File: config.mk
export PLATFORM = sky130hd
export DESIGN_NAME = run_event_counter
export DESIGN_NICKNAME = d
export VERILOG_FILES = /design/src/rtl/run_event_counter.sv
export SDC_FILE = /design/constraint.sdc
export NUM_CORES = 1
export LEC_CHECK = 0
export CORE_ASPECT_RATIO = 0.7
export CORE_MARGIN = 3
export CORE_UTILIZATION = 45
export CTS_BUF_LIST = sky130_fd_sc_hd__clkbuf_16
export CTS_CLUSTER_SIZE = 14
export DETAILED_ROUTE_END_ITERATION = 8
export PLACE_DENSITY = 0.75
export SKIP_LAST_GASP = 1
export SYNTH_ARGS = -nofsm -noshare
export SYNTH_HDL_FRONTEND = slang
export SYNTH_SLANG_ARGS = --single-unit
File: constraint.sdc
create_clock -name clk -period 2.9 [get_ports clk]
set_clock_uncertainty 0.05 [all_clocks]
set_input_delay 0.58 -clock clk [delete_from_list [all_inputs] [get_ports clk]]
set_output_delay 0.58 -clock clk [all_outputs]
set_load 0.02 [all_outputs]
File: src/rtl/run_event_counter.sv
// Run statistics collector behind the serial run detector: counts run events, detect cycles
// and run lengths, with snapshot handshake and alarm. Define RUN_EVT_SAT_EN for saturating counters.
module run_event_counter #(
  parameter int CNT_W    = 8,
  parameter int LEN_W    = 8,
  parameter int ALARM_TH = 4
) (
  input  logic             clk,
  input  logic             nRESET,
  input  logic             det,
  input  logic             clr,
  input  logic             snap_req,
  output logic             snap_valid,
  output logic [CNT_W-1:0] snap_evt,
  output logic [CNT_W-1:0] snap_hit,
  output logic [LEN_W-1:0] snap_max,
  output logic             in_run,
  output logic             alarm,
  output logic             ovf
);

  typedef enum logic {
    IDLE = 1'b0,
    RUN  = 1'b1
  } state_e;

`ifdef RUN_EVT_SAT_EN
  function automatic logic [CNT_W-1:0] inc_cnt(input logic [CNT_W-1:0] v);
    return (&v) ? v : v + CNT_W'(1);
  endfunction

  function automatic logic [LEN_W-1:0] inc_len(input logic [LEN_W-1:0] v);
    return (&v) ? v : v + LEN_W'(1);
  endfunction
`else
  function automatic logic [CNT_W-1:0] inc_cnt(input logic [CNT_W-1:0] v);
    return v + CNT_W'(1);
  endfunction

  function automatic logic [LEN_W-1:0] inc_len(input logic [LEN_W-1:0] v);
    return v + LEN_W'(1);
  endfunction
`endif

  state_e           state_q, state_d;
  logic [CNT_W-1:0] evt_q, evt_d;
  logic [CNT_W-1:0] hit_q, hit_d;
  logic [LEN_W-1:0] cur_q, cur_d;
  logic [LEN_W-1:0] max_q, max_d;
  logic [CNT_W-1:0] snap_evt_q, snap_evt_d;
  logic [CNT_W-1:0] snap_hit_q, snap_hit_d;
  logic [LEN_W-1:0] snap_max_q, snap_max_d;
  logic             snap_valid_q, snap_valid_d;
  logic [CNT_W-1:0] evt_base;
  logic [CNT_W-1:0] hit_base;

  // NOTE: every combinational output gets a default first so no path leaves it unassigned (no latches).
  always_comb begin
    state_d      = state_q;
    cur_d        = cur_q;
    snap_evt_d   = snap_evt_q;
    snap_hit_d   = snap_hit_q;
    snap_max_d   = snap_max_q;
    snap_valid_d = 1'b0;
    // A snapshot restarts the window, so this cycle counts on top of zero.
    evt_base     = snap_req ? '0 : evt_q;
    hit_base     = snap_req ? '0 : hit_q;
    evt_d        = evt_base;
    hit_d        = hit_base;

    if (det) begin
      hit_d = inc_cnt(hit_base);
      if (state_q == IDLE) begin
        state_d = RUN;
        evt_d   = inc_cnt(evt_base);
        cur_d   = LEN_W'(1);
      end else begin
        cur_d   = inc_len(cur_q);
      end
    end else begin
      state_d = IDLE;
      cur_d   = '0;
    end

    max_d = (snap_req || (cur_d > max_q)) ? cur_d : max_q;

    if (snap_req) begin
      snap_evt_d   = evt_q;
      snap_hit_d   = hit_q;
      snap_max_d   = max_q;
      snap_valid_d = 1'b1;
    end

    if (clr) begin
      state_d      = IDLE;
      evt_d        = '0;
      hit_d        = '0;
      cur_d        = '0;
      max_d        = '0;
      snap_evt_d   = '0;
      snap_hit_d   = '0;
      snap_max_d   = '0;
      snap_valid_d = 1'b0;
    end
  end

  // NOTE: sequential state uses non-blocking assignments so all flops update together at the edge.
  always_ff @(posedge clk or negedge nRESET) begin
    if (!nRESET) begin
      state_q      <= IDLE;
      evt_q        <= '0;
      hit_q        <= '0;
      cur_q        <= '0;
      max_q        <= '0;
      snap_evt_q   <= '0;
      snap_hit_q   <= '0;
      snap_max_q   <= '0;
      snap_valid_q <= 1'b0;
    end else begin
      state_q      <= state_d;
      evt_q        <= evt_d;
      hit_q        <= hit_d;
      cur_q        <= cur_d;
      max_q        <= max_d;
      snap_evt_q   <= snap_evt_d;
      snap_hit_q   <= snap_hit_d;
      snap_max_q   <= snap_max_d;
      snap_valid_q <= snap_valid_d;
    end
  end

`ifdef RUN_EVT_SAT_EN
  logic ovf_q, ovf_d;

  // Sticky: any increment that hits a counter already at all-ones.
  always_comb begin
    ovf_d = ovf_q | (det & ((&hit_base) |
                            ((state_q == IDLE) & (&evt_base)) |
                            ((state_q == RUN) & (&cur_q))));
    if (clr) ovf_d = 1'b0;
  end

  always_ff @(posedge clk or negedge nRESET) begin
    if (!nRESET) ovf_q <= 1'b0;
    else         ovf_q <= ovf_d;
  end

  assign ovf = ovf_q;
`else
  assign ovf = 1'b0;
`endif

  assign snap_valid = snap_valid_q;
  assign snap_evt   = snap_evt_q;
  assign snap_hit   = snap_hit_q;
  assign snap_max   = snap_max_q;
  assign in_run     = (state_q == RUN);
  assign alarm      = (evt_q >= CNT_W'(ALARM_TH));

endmodule

Word level (Yosys, flattened, before mapping)
Index checks and enable logic that the tools add are counted.
{ "classes": {"n_addsub": 3, "n_lt_le_gt_ge": 2, "n_mux": 22, "n_reduce_logical": 3} }
{ "op_table": {"columns": ["cell", "n"], "rows": [
  ["$mux W8", 18],
  ["$add A8 B1 Y8 const B", 3],
  ["$ge A8 B3 Y1 const B", 1],
  ["$gt A8 B8 Y1", 1],
  ["$mux W1", 4],
  ["$reduce_bool A2 Y1", 2],
  ["$logic_or A1 B1 Y1", 1]
]} }
{ "totals": {"ff_bits": 58, "in_bits": 5, "out_inout_bits": 28, "word_cells": 39} }

Depth between registers and ports, before layout
{ "depth": {"word_depth": 7, "mapped_depth": 10, "depth_no_buf": 10} }

Least setup slack after synthesis
OpenSTA, ideal clock, no wires.
{ "synth_timing": {"kind": "input -> register", "from": "input det", "to": "register max_q[0]", "setup_ns": 0.125, "arrival_time_ns": 2.316, "required_time_ns": 2.725, "setup_slack_ns": 0.410, "cell_stages": 9, "path_buffers": 1, "path_cell_list": "buf_2 -> nand2_1 -> nor2_1 -> ha_1 -> nand4_1 -> nor2_1 -> nor2_1 -> nor3_4 -> mux2_2"} }
{ "synth_via": {"elab_chain_len": 4, "word_cells_on_any_way": 6, "classes_between": "1 x order compare; 3 x mux; 2 x reduce/logical"} }
{ "synth_lines": {"columns": ["element", "line_no", "rtl"], "rows": [
  ["from (decl)", "10", "input logic det,"],
  ["$mux W8 *", "71", "if (det) begin"],
  ["$gt A8 B8 Y1", "85", "max_d = (snap_req || (cur_d > max_q)) ? cur_d : max_q;"],
  ["$logic_or A1 B1 Y1", "85", null],
  ["$reduce_bool A2 Y1 (no source line)", null, null],
  ["to (signal assigned)", "124", "max_q <= max_d;"],
  ["to (decl)", "49", "logic [LEN_W-1:0] max_q, max_d;"]
]} }
Mark *: on every way between the ends. The rest lies on a longest branch, timed or not. The select of a mux whose other input is x is not followed.
A chain may end at the register's enable or synchronous reset.

Final worst setup path
{ "layout_timing": {"from": "register cur_q[0]", "to": "register max_q[7]"} }
{ "layout_via": {"elab_chain_len": 6, "word_cells_on_any_way": 8, "classes_between": "1 x add/sub; 1 x order compare; 4 x mux; 2 x reduce/logical"} }
{ "layout_lines": {"columns": ["element", "line_no", "rtl"], "rows": [
  ["from (decl)", "48", "logic [LEN_W-1:0] cur_q, cur_d;"],
  ["from (signal assigned)", "123", "cur_q <= cur_d;"],
  ["$add A8 B1 Y8 *", "41", "return v + LEN_W'(1);"],
  ["$mux W8 *", "73", "if (state_q == IDLE) begin"],
  ["$mux W8 *", "71", null],
  ["$gt A8 B8 Y1", "85", null],
  ["$logic_or A1 B1 Y1", "85", null],
  ["$reduce_bool A2 Y1 (no source line)", null, null]
]} }
Marks and branches as above.

==> flow_metrics.py <==
metrics = {
    "status": {
        "status": "completed",
    },
    "grt": {
        "top_usage_layer": "met1",
        "use_met1_pct": 27.2,
        "grt_pass1_wl_mm": 10.3,
        "grt_usage_pct": 18.9,
        "grt_pass1_vias": 2038,
        "grt_max_degree": 40,
        "use_met3_pct": 7.49,
        "grt_use_met2_pct": 26.8,
        "antenna_found_initial": 0,
        "grt_overflow": 0,
    },
    "final_layout": {
        "fillers": 490,
        "nets": 319,
        "area_growth_pct": 25.2,
        "diodes": 0,
        "fin_area_sq_um": 3470,
        "fin_util_pct": 59.5,
        "layout-drive-gt1-share_pct": 11.4,
    },
    "logic_synthesis": {
        "synth_seq_cells": 58,
        "yosysWarnings": 0,
        "postSynthCellCount": 259,
        "synthDistinctLibCells": 35,
        "yosysSeqAreaShare_pct": 52.3,
        "netlist_area_sq_um": 2770,
        "synth_top_cell_area_share_pct": 52.3,
        "synth_top_cell_by_area": "dfrtp_1",
        "synthTopCellsByArea": "dfrtp_1 52%, mux2i_1 9.4%, nor2_1 7.6%",
        "syn_nets": 275,
        "synth.avg_cell_area_sq_um": 10.7,
    },
    "clock_tree": {
        "cts-htree-levels": 3,
        "ctsHoldBuffers": 0,
        "clockBufferDepth": 2,
        "cts_buffers": 9,
        "root_buffer": "clkbuf_16",
        "cts.sink_count": 58,
        "worst_skew_pair.late_latency_ns": 0.33,
        "cts_tree": "done",
        "clkTransAtPathRegs_ns": 0.05,
    },
    "route": {
        "wl_per_cell_um": 15.6,
        "routed_via_density": 5.21,
        "wl_mm": 5.98,
        "via_count": 1997,
        "dr.pass1.iters": 4,
        "drc_errors": 0,
        "ant_nets": 0,
        "drt_iter0_drc": 118,
    },
    "sta": {
        "maxSlewHeadroom_pct": 49.4,
        "hold_violations": 0,
        "fin_crit_ns": 2.73,
        "setup_viol": 0,
        "max_freq_ghz": 0.367,
        "period_share_pct": 94.1,
        "worst_pin_slew_ns": 0.759,
        "drv_slew": 0,
    },
    "pwr": {
        "p_seq_share_pct": 44.9,
        "powerDensity_nw_per_um2": 530,
        "power_frac_clock_pct": 48.7,
        "p_leak_nw": 1.66,
        "combPwrFrac_pct": 6.4,
        "p_int_mw": 1.42,
        "netSwitchingPower_mw": 0.420,
        "switching_share_pct": 22.8,
        "vdd_drop_max_v": 0.000345,
    },
    "setup_path": {
        "reg2reg_slack_ns": 0.17,
        "r2r_start": "cur_q[0]",
        "cp-startpoint": "cur_q[0]",
        "cp_cell_sequence": "ha_1, nand3_1, xor2_1, nor2_1, ha_1, nand4_1, nor2_2, nor2_1, nor3_4, buf_12, mux2_2",
        "end_kind": "flip-flop",
        "reg2reg_to": "max_q[7]",
        "cpLargestDelayFamily": "simple AND/OR/NAND/NOR gates",
        "worst-setup-path-type": "reg -> reg",
        "cp.depth": 11,
        "required_ns": 3.06,
        "r2r_cells": 11,
        "crit_buf_inv": 1,
        "slowest_stage": "dfrtp_1",
        "slowest_delay_ns": 0.43,
        "path_max_fanout": 8,
        "cp-start-kind": "flip-flop",
        "crit_path_end": "max_q[7]",
        "cp.arrival_ns": 2.89,
    },
    "floorplan": {
        "die_x_um": 99.8,
        "core_area_sq_um": 5840,
        "dieArea_sq_um": 7160,
        "io_pins": 33,
        "die_h_um": 71.7,
        "num_rows": 23,
        "initial_core_util_pct": 47.5,
    },
    "placed_design": {
        "port_buffers": 31,
        "routabilityCongestion": 0.876,
        "placed_cell_area_sq_um": 3190,
        "place_hpwl_mm": 3.96,
    },
    "flow_run": {
        "max_cap_viol_count": 0,
    },
    "hold_path": {
        "hold_path_class": "in -> async",
    },
}
[power groups by stage]
stage                     Clock (mW)  Sequential, mW  Combinational, mW
after global routing           0.965           0.827              0.131
after CTS                      0.917           0.827              0.113
final                          0.897           0.827              0.118
after detailed placement           0           0.840              0.112
after floorplan                    0           0.843             0.0643
after global placement             0           0.840              0.111
[cells by family after synthesis]
family	Yosys count	synth area share [%]
xor gates and xnor gates	18	5.68
AOI/OAI and AO/OA	13	3.34
other	1	0.135
buffers and inverters	21	3.70
muxes	32	11.8
adders and majority gates	11	4.96
DFF	58	52.3
and+or+nand+nor	105	18.0
[worst min path at each step]
stage | depth (start not counted) | slack (ns) | startpoint | endpoint
after floorplan | 0 | 0.23 | nRESET | cur_q[0]
after global placement | 2 | 0.45 | snap_max[7] | snap_max[7]
after detailed placement | 2 | 0.46 | snap_evt[6] | snap_evt[6]
after CTS | 1 | 0.30 | nRESET | cur_q[2]
after global routing | 1 | 0.33 | nRESET | snap_max[7]
final | 1 | 0.28 | nRESET | cur_q[5]
[Yosys cell counts]
cell      number
dfrtp_1       58
nor2_1        56
mux2i_1       26
ha_1          11
nor2b_1       11
xor2_1        11
inv_1         10
nand2_1       10
nand3_1        8
xnor2_1        7
and3_1         6
mux2_2         6
a21oi_1        5
buf_2          4
nand4_1        4
clkbuf_1       3
a22o_1         2
and4_1         2
buf_6          2
nand2b_1       2
a211oi_1       1
a311oi_1       1
a41oi_1        1
buf_1          1
buf_4          1
conb_1         1
nand3b_1       1
nand4b_1       1
nor3_4         1
nor4_1         1
o211a_1        1
o211ai_1       1
o21a_1         1
or2_0          1
or2_2          1
[flip-flops by register name (all words and copies together), names as in the netlist]
signal / cells
in_run: 1
snap_hit: 8
snap_valid: 1
max_q: 8
snap_evt: 8
hit_q: 8
cur_q: 8
snap_max: 8
evt_q: 8
[cell usage in the layout (no fill, tap or decap), types with 2 or more instances in the layout]
cell type	instances
dfrtp_1	58
nor2_1	55
clkdlybuf4s50_1	29
mux2i_1	26
buf_4	12
xor2_1	11
inv_1	11
nor2b_1	11
ha_1	11
nand2_1	10
clkbuf_16	9
nand3_1	8
xnor2_1	7
and3_1	6
mux2_2	6
a21oi_1	5
clkinv_1	5
nand4_1	4
and4_1	2
nand2b_1	2
a22o_1	2
buf_2	2
[metrics by stage]
step	instances	TNS [ns]	hold WS, ns	worst slack, ns	power, mW
global placement	366	-0.103	0.450	-0.0178	0.950
detailed placement	366	-0.728	0.459	-0.124	0.952
global route	383	-0.0878	0.334	-0.0217	1.92
CTS	382	0	0.297	0.106	1.86
finish	383	0	0.277	0.172	1.84
floorplan	259	0	0.234	0.410	0.907
[layout make-up]
class	instances	area, sq um	area share, %
clock buffers	9	225	6.48
clock inverters	7	27.5	0.793
inverters	10	37.5	1.08
multi-input cells	180	1230	35.3
flip-flops and latches	58	1450	41.8
well taps	75	93.8	2.70
repair buffers	44	410	11.8
[routing by layer]
metal | share of wire [%] | vias up | wire length [um]
met5 | 0 | - | 0
met2 | 44 | 57 | 2630
met4 | 1.4 | 0 | 82
li1 | - | 960 | -
met3 | 5.7 | 6 | 342
met1 | 49 | 974 | 2930
[repair_timing]
item,4_1_cts,5_1_grt
resized for setup,0,2
endpoints found under the setup margin,0,6
buffers inserted,0,1
No activity file was read; power rests on OpenSTA's default activity.
